[src/rtl/mem_arbiter.sv]
// mem_arbiter: shares one synchronous memory port between an instruction-fetch
// requester (i_*) and a data requester (d_*). Each access takes an ACC cycle
// (address/grant) and an RSP cycle (read data / write ack), giving one access
// every two cycles when requests are back-to-back.
//
// Ports
//   clk, reset                 clock, asynchronous active-low reset
//   i_req, i_addr              fetch request (always a word read)
//   i_gnt, i_rvalid, i_rdata   fetch accept pulse, data-valid pulse, data
//   d_req, d_we, d_funct3,
//   d_addr, d_wdata            data request
//   d_gnt, d_rvalid, d_rdata   data accept pulse, data/ack pulse, data
//   mem_wren, mem_funct3,
//   mem_address, mem_data_in   memory command, zero/word-default outside ACC
//   mem_data_out               memory read data, valid one cycle after address
//   busy                       high whenever the FSM is not IDLE
//
// Build option: define MEM_ARB_RR_EN for round-robin arbitration on conflict;
// the default build gives the data requester fixed priority.
module mem_arbiter #(
   parameter int unsigned ADDR_W = 32,
   parameter int unsigned DATA_W = 32
) (
   input  logic              clk,
   input  logic              reset,
   input  logic              i_req,
   input  logic [ADDR_W-1:0] i_addr,
   output logic              i_gnt,
   output logic              i_rvalid,
   output logic [DATA_W-1:0] i_rdata,
   input  logic              d_req,
   input  logic              d_we,
   input  logic [2:0]        d_funct3,
   input  logic [ADDR_W-1:0] d_addr,
   input  logic [DATA_W-1:0] d_wdata,
   output logic              d_gnt,
   output logic              d_rvalid,
   output logic [DATA_W-1:0] d_rdata,
   output logic              mem_wren,
   output logic [2:0]        mem_funct3,
   output logic [ADDR_W-1:0] mem_address,
   output logic [DATA_W-1:0] mem_data_in,
   input  logic [DATA_W-1:0] mem_data_out,
   output logic              busy
);

   localparam logic [2:0] IDLE  = 3'd0;
   localparam logic [2:0] ACC_I = 3'd1;
   localparam logic [2:0] ACC_D = 3'd2;
   localparam logic [2:0] RSP_I = 3'd3;
   localparam logic [2:0] RSP_D = 3'd4;

   localparam logic [2:0] F3_WORD = 3'b010;

   logic [2:0]        state;
   logic [2:0]        state_nxt;
   logic              arb_pt;
   logic              pick_i;
   logic              pick_d;
   logic              lat_we;
   logic [DATA_W-1:0] i_rdata_q;
   logic [DATA_W-1:0] d_rdata_q;

`ifdef MEM_ARB_RR_EN
   logic              last_d;   // 1 when the data side won the last grant
`endif

   // Arbitration and next-state decode; grants only happen at IDLE/RSP.
   always_comb begin
      state_nxt = state;
      pick_i    = 1'b0;
      pick_d    = 1'b0;
      arb_pt    = (state == IDLE) || (state == RSP_I) || (state == RSP_D);

      if (arb_pt) begin
         if (i_req && d_req) begin
`ifdef MEM_ARB_RR_EN
            pick_i = last_d;
            pick_d = !last_d;
`else
            pick_d = 1'b1;
`endif
         end else begin
            pick_i = i_req;
            pick_d = d_req;
         end
      end

      case (state)
         IDLE, RSP_I, RSP_D: begin
            if (pick_d)      state_nxt = ACC_D;
            else if (pick_i) state_nxt = ACC_I;
            else             state_nxt = IDLE;
         end
         ACC_I:   state_nxt = RSP_I;
         ACC_D:   state_nxt = RSP_D;
         default: state_nxt = IDLE;
      endcase
   end

   // State and registered outputs; the memory command registers double as
   // the latched request fields, so they are only non-default during ACC.
   always_ff @(posedge clk or negedge reset) begin
      if (!reset) begin
         state       <= IDLE;
         busy        <= 1'b0;
         i_gnt       <= 1'b0;
         d_gnt       <= 1'b0;
         i_rvalid    <= 1'b0;
         d_rvalid    <= 1'b0;
         mem_wren    <= 1'b0;
         mem_funct3  <= F3_WORD;
         mem_address <= '0;
         mem_data_in <= '0;
         lat_we      <= 1'b0;
         i_rdata_q   <= '0;
         d_rdata_q   <= '0;
`ifdef MEM_ARB_RR_EN
         last_d      <= 1'b1;
`endif
      end else begin
         state    <= state_nxt;
         busy     <= (state_nxt != IDLE);
         i_gnt    <= pick_i;
         d_gnt    <= pick_d;
         i_rvalid <= (state == ACC_I);
         d_rvalid <= (state == ACC_D);
         mem_wren <= pick_d && d_we;

         if (pick_d) begin
            mem_address <= d_addr;
            mem_data_in <= d_wdata;
            mem_funct3  <= d_funct3;
            lat_we      <= d_we;
         end else if (pick_i) begin
            mem_address <= i_addr;
            mem_data_in <= '0;
            mem_funct3  <= F3_WORD;
         end else begin
            mem_address <= '0;
            mem_data_in <= '0;
            mem_funct3  <= F3_WORD;
         end

         if (state == RSP_I) i_rdata_q <= mem_data_out;
         if (state == RSP_D) d_rdata_q <= lat_we ? '0 : mem_data_out;

`ifdef MEM_ARB_RR_EN
         if (pick_d)      last_d <= 1'b1;
         else if (pick_i) last_d <= 1'b0;
`endif
      end
   end

   // Memory data only arrives in the RSP cycle, so rdata passes it through
   // alongside rvalid and then holds it until the next response.
   assign i_rdata = (state == RSP_I) ? mem_data_out : i_rdata_q;
   assign d_rdata = (state == RSP_D) ? (lat_we ? '0 : mem_data_out) : d_rdata_q;

endmodule

[config.mk]
export PLATFORM = sky130hd
export DESIGN_NAME = mem_arbiter
export DESIGN_NICKNAME = d
export VERILOG_FILES = /design/src/rtl/mem_arbiter.sv
export SDC_FILE = /design/constraint.sdc
export NUM_CORES = 1
export LEC_CHECK = 0
export ABC_AREA = 0
export CORE_MARGIN = 8
export CORE_UTILIZATION = 67
export DETAILED_ROUTE_END_ITERATION = 10
export DONT_BUFFER_PORTS = 1
export PLACE_DENSITY = 0.83
export SETUP_SLACK_MARGIN = 0.2
export SYNTH_ARGS = -nofsm -noshare
export SYNTH_HDL_FRONTEND = slang
export SYNTH_SLANG_ARGS = --single-unit
[constraint.sdc]
create_clock -name clk -period 2.5 [get_ports clk]
set_input_delay 0.375 -clock clk [delete_from_list [all_inputs] [get_ports clk]]
set_output_delay 0.375 -clock clk [all_outputs]
set_load 0.01 [all_outputs]
# Word-level counts from Yosys, hierarchy flattened

Cells that the tools add are included.
W data, S select, Z words.

Register bits: 141
Input port bits: 136

Equality and inequality tests: 4
Muxes and demuxes: 14
Reductions and logical operators: 7

Operator list:

| kind                 | count |
|---|---|
| $mux W32             | 6 |
| $pmux W3 S3          | 1 |
| $eq A3 B2 Y1 const B | 2 |
| $mux W1              | 5 |
| $eq A3 B1 Y1 const B | 1 |
| $eq A3 B3 Y1 const B | 1 |
| $logic_not A3 Y1     | 1 |
| $mux W3              | 1 |
| $reduce_bool A3 Y1   | 1 |
| $reduce_or A3 Y1     | 1 |
| $logic_and A1 B1 Y1  | 2 |
| $logic_or A1 B1 Y1   | 2 |
| $mux W2              | 1 |

# Logic depth before layout (Yosys ltp)

Depth in word-level cells: 8
Mapped depth: 5

# Worst setup path before layout

Ideal clock, no wire load.

Path kind: reg2out
Start point: register state[0]
End point: output d_rdata[3]
Data arrival time: 1286 ps
Data required time: 2125 ps
Setup slack: 839 ps
Stages on the path, launching flop included: 5
Cell sequence: dfrtp_1 or3b_1 buf_6 buf_6 o21ai_1

Cells in the longest elaborated chain, start to end: 2

RTL lines:

| item                   | RTL line | source |
|---|---|---|
| start, declared        | 55       | `logic [2:0] state;` |
| start signal, assigned | 122      | `state <= state_nxt;` |
| $eq A3 B3 Y1           | 158      | `assign d_rdata = (state == RSP_D) ? (lat_we ? '0 : mem_data_out) : d_rdata_q;` |
| $mux W32               | n/a      |  |
| end, declared          | 38       | `output logic [DATA_W-1:0] d_rdata,` |

No other way between the ends.

# Final worst setup path

Start point: register state[1]
End point: output d_rdata[25]

The elaborated chain is that of the path after synthesis.

==> run metrics <==
Max-slew headroom=between 15 and 20%; area share of the largest cell type after synthesis=~65%; crit path cell chain=or3b_4, buf_16, nand2_1, o21ai_4; number of port buffers=0; HP Class=in -> async; status=finished with violations; clock skew=7.35 ps; Crit path largest cell delay=approximately 500 ps; Ports=approximately 270; DR vias/cell=6.25; final worst-path cycle share=between 90% and 100%; initial antenna violation count=0; NumNets Final=approximately 560; top_reg_cell synth=dfrtp_1; critical path arrival=approximately 1900 ps; synthesis-to-layout area growth=15.8%; Routed WL=between 10000 and 15000 um; leading area contributor after synthesis=dfrtp_1; synthesized area=about 5400 um2; Slew Viols, Final=0; layout cells sized above 1=around a quarter; Yosys warnings=0; clock share of power=between 20 and 30%; Unique masters post-synth=31; die width=106 um; Critical Path Start Type=flip-flop; CORE AREA=between 7000 and 8000 um2; failing checks=negative hold slack; Placement Rows=32; Post-Synth XOR/XNOR Area=0%; mux contribution to synthesized area=between 6 and 7%; chip height=around 110 um; most common library cells after synthesis=140 x dfrtp_1, 35 x and3_1, 34 x nor2_1, 33 x nand2b_1; final hold slack=-436 ps; crit path capture type=output pin; RSZ-0062 raised after global routing=true; Post-synth EDFFs=0; ANT nets after route=0; Clock Path Buffers=2; maximum vdd drop=roughly 0.8 mV; max cap viols=0; #FFs+latches synth=141; Iteration-0 DRC Markers=180; WL per Instance=between 20 and 30 um; CTS tree=yes; final setup TNS=0 ps; Least-Margin Pin Slew=~1300 ps; H-tree lvl count=4; Clk Latency, worst-skew pair=approximately 500 ps; Post-Synth Simple-Gate Area=around 14%; static leakage=slightly below 3 nW; CP Class=reg -> out; DRT Pass-1 Iters=6; vias in the first global route=~3600; CP max-delay cell=or3b_4; n_diodes=0; ranking of synthesized cells by area=dfrtp_1 65%, mux2_2 6.7%, a22oi_1 4.4%; worst-path fanout max=32; WP data required=about 2100 ps; switching portion of total power=between 30 and 40%; root buf cell=clkbuf_8; PD cells=1410 nW/um2; asr flop ratio synth=100%; DRC Markers=0; switching power=~3.1 mW; GP Congestion=roughly 0.77; Die ar.=approximately 11000 um2; Starting Density=approximately 70%; pin count of the biggest net entering global routing=approximately 140; CTS clk-pin slew, worst paths=about 60 ps; DPL Wire Length=between 9000 and 10000 um; DR vias=around 3400; largest family of logic cells by synthesized area=simple AND/OR/NAND/NOR gates; compound-gate portion of the synthesized area=about 10%; Period minus WS final=between 2000 and 2500 ps; Synth Area in Adders=0%; Num CTS Buffers=17; count of final setup violators=0; top-count cell post-synth=dfrtp_1; syn_area_per_cell=about 13 um2; sequential power share=about two fifths; post-synthesis sequential area ratio=between 60 and 70%; Final Hold Fails=141; Int Pwr=roughly 5.7 mW; Fill cells=424; Synth Net Count=562; FMAX=between 400 and 500 MHz; Post-Synthesis Cells=~430; first-pass GRT wire length=roughly 21000 um; Clock Sink Count=approximately 140; total grt overflow=0; GRT Util Overall=25.1%; Gate power share=a little under a third
==> layout make-up <==
class | count | area (um2) | share of cell area (%)
clock buffers | 19 | 422 | 6.74
clock inverters | 13 | 189 | 3.02
multi-input cells | 251 | 1800 | 28.8
flip-flops and latches | 141 | 3530 | 56.5
well taps | 102 | 128 | 2.04
repair buffers | 14 | 183 | 2.92
==> flip-flops by register name, summed over array words and instances, names as in the netlist, 3 cells and up <==
register and count:
d_rdata_q 32, i_rdata_q 32, mem_address 32, mem_data_in 32, mem_funct3 3, state 3
==> timing repair <==
action	in CTS	in global routing
buffers inserted	3	0
gates cloned	1	2
gates resized for setup	26	3
pin swaps	0	2
hold buffers	2	3
endpoints found under the hold margin	144	146
setup endpoints to repair	64	23
==> layer usage <==
layer  GRT usage (%)  share of wire (%)  vias up
li1                -                  -     1459
met1            24.9                 33     1702
met2            42.4                 53      189
met3            13.9                 11       26
met4            11.0                2.4        0
met5               0                  0        -
==> cells in the final DEF, fill, tap and decap left out, drive strengths merged, types with 3 or more instances in the layout <==
master,Yosys,layout
dlygate4sd3,0,5
nor2b,3,3
buf,18,8
o21ai,33,33
nand2,32,32
nand2b,33,33
bufinv,0,4
dfrtp,140,140
nor2,34,34
clkbuf,16,20
and3,35,35
a22oi,32,32
clkinv,0,5
mux2,32,32
a21o,3,3
==> power by group through the flow <==
stage / registers (mW) / logic, mW / clock network, mW
finish: 3.64 / 2.67 / 2.54
global route: 3.72 / 2.87 / 2.68
CTS: 3.65 / 2.59 / 2.58
detailed placement: 3.70 / 2.27 / 0
global placement: 3.66 / 2.19 / 0
floorplan: 3.45 / 2.04 / 0
==> stage by stage <==
stage / area [um2] / total power, mW / util (%) / std cells / setup WS [ps]
2_1_floorplan: 5410 / 5.49 / - / 426 / 839
3_3_place_gp: 5380 / 5.85 / 69.2 / 497 / 449
3_5_place_dp: 5380 / 5.97 / 69.2 / 497 / 394
4_1_cts: 6170 / 8.81 / 79.5 / 535 / 227
5_1_grt: 6260 / 9.28 / 80.6 / 540 / 180
6_report: 6260 / 8.84 / 80.6 / 540 / 230
==> final timing paths <==
| path | from | to | slack [ps] | cells past startpoint |
|---|---|---|---|---|
| max | state[1]$_DFF_PN0_ | d_rdata[25] | 230 | 4 |
| min | reset | d_rdata_q[22]$_DFF_PN0_ | -440 | 0 |
| max reg2reg | state[2]$_DFF_PN0_ | mem_data_in[29]$_DFF_PN0_ | 390 | 5 |
| min reg2reg | d_rdata_q[20]$_DFF_PN0_ | d_rdata_q[20]$_DFF_PN0_ | 510 | 2 |
| max in group asynchronous | reset | mem_funct3[1]$_DFF_PN1_ | 2660 | 0 |
| min in group clk | d_req | mem_data_in[30]$_DFF_PN0_ | 20 | 1 |
==> critical path: cells and delay by family (launching register included) <==
family	cells	cell delay [ps]
AND/OR/NAND/NOR	2	640
buffers and inverters	1	220
AO/OA/AOI/OAI	1	90
flip-flops	1	430
==> cell families (layout without fill, tap and decap cells) <==
logic type             Yosys count  after routing
flip-flops                     141            141
AO/OA/AOI/OAI                   72             72
buffers and inverters           34             46
multiplexers                    33             33
AND/OR/NAND/NOR                146            146
No activity file was read; power rests on OpenSTA's default activity.
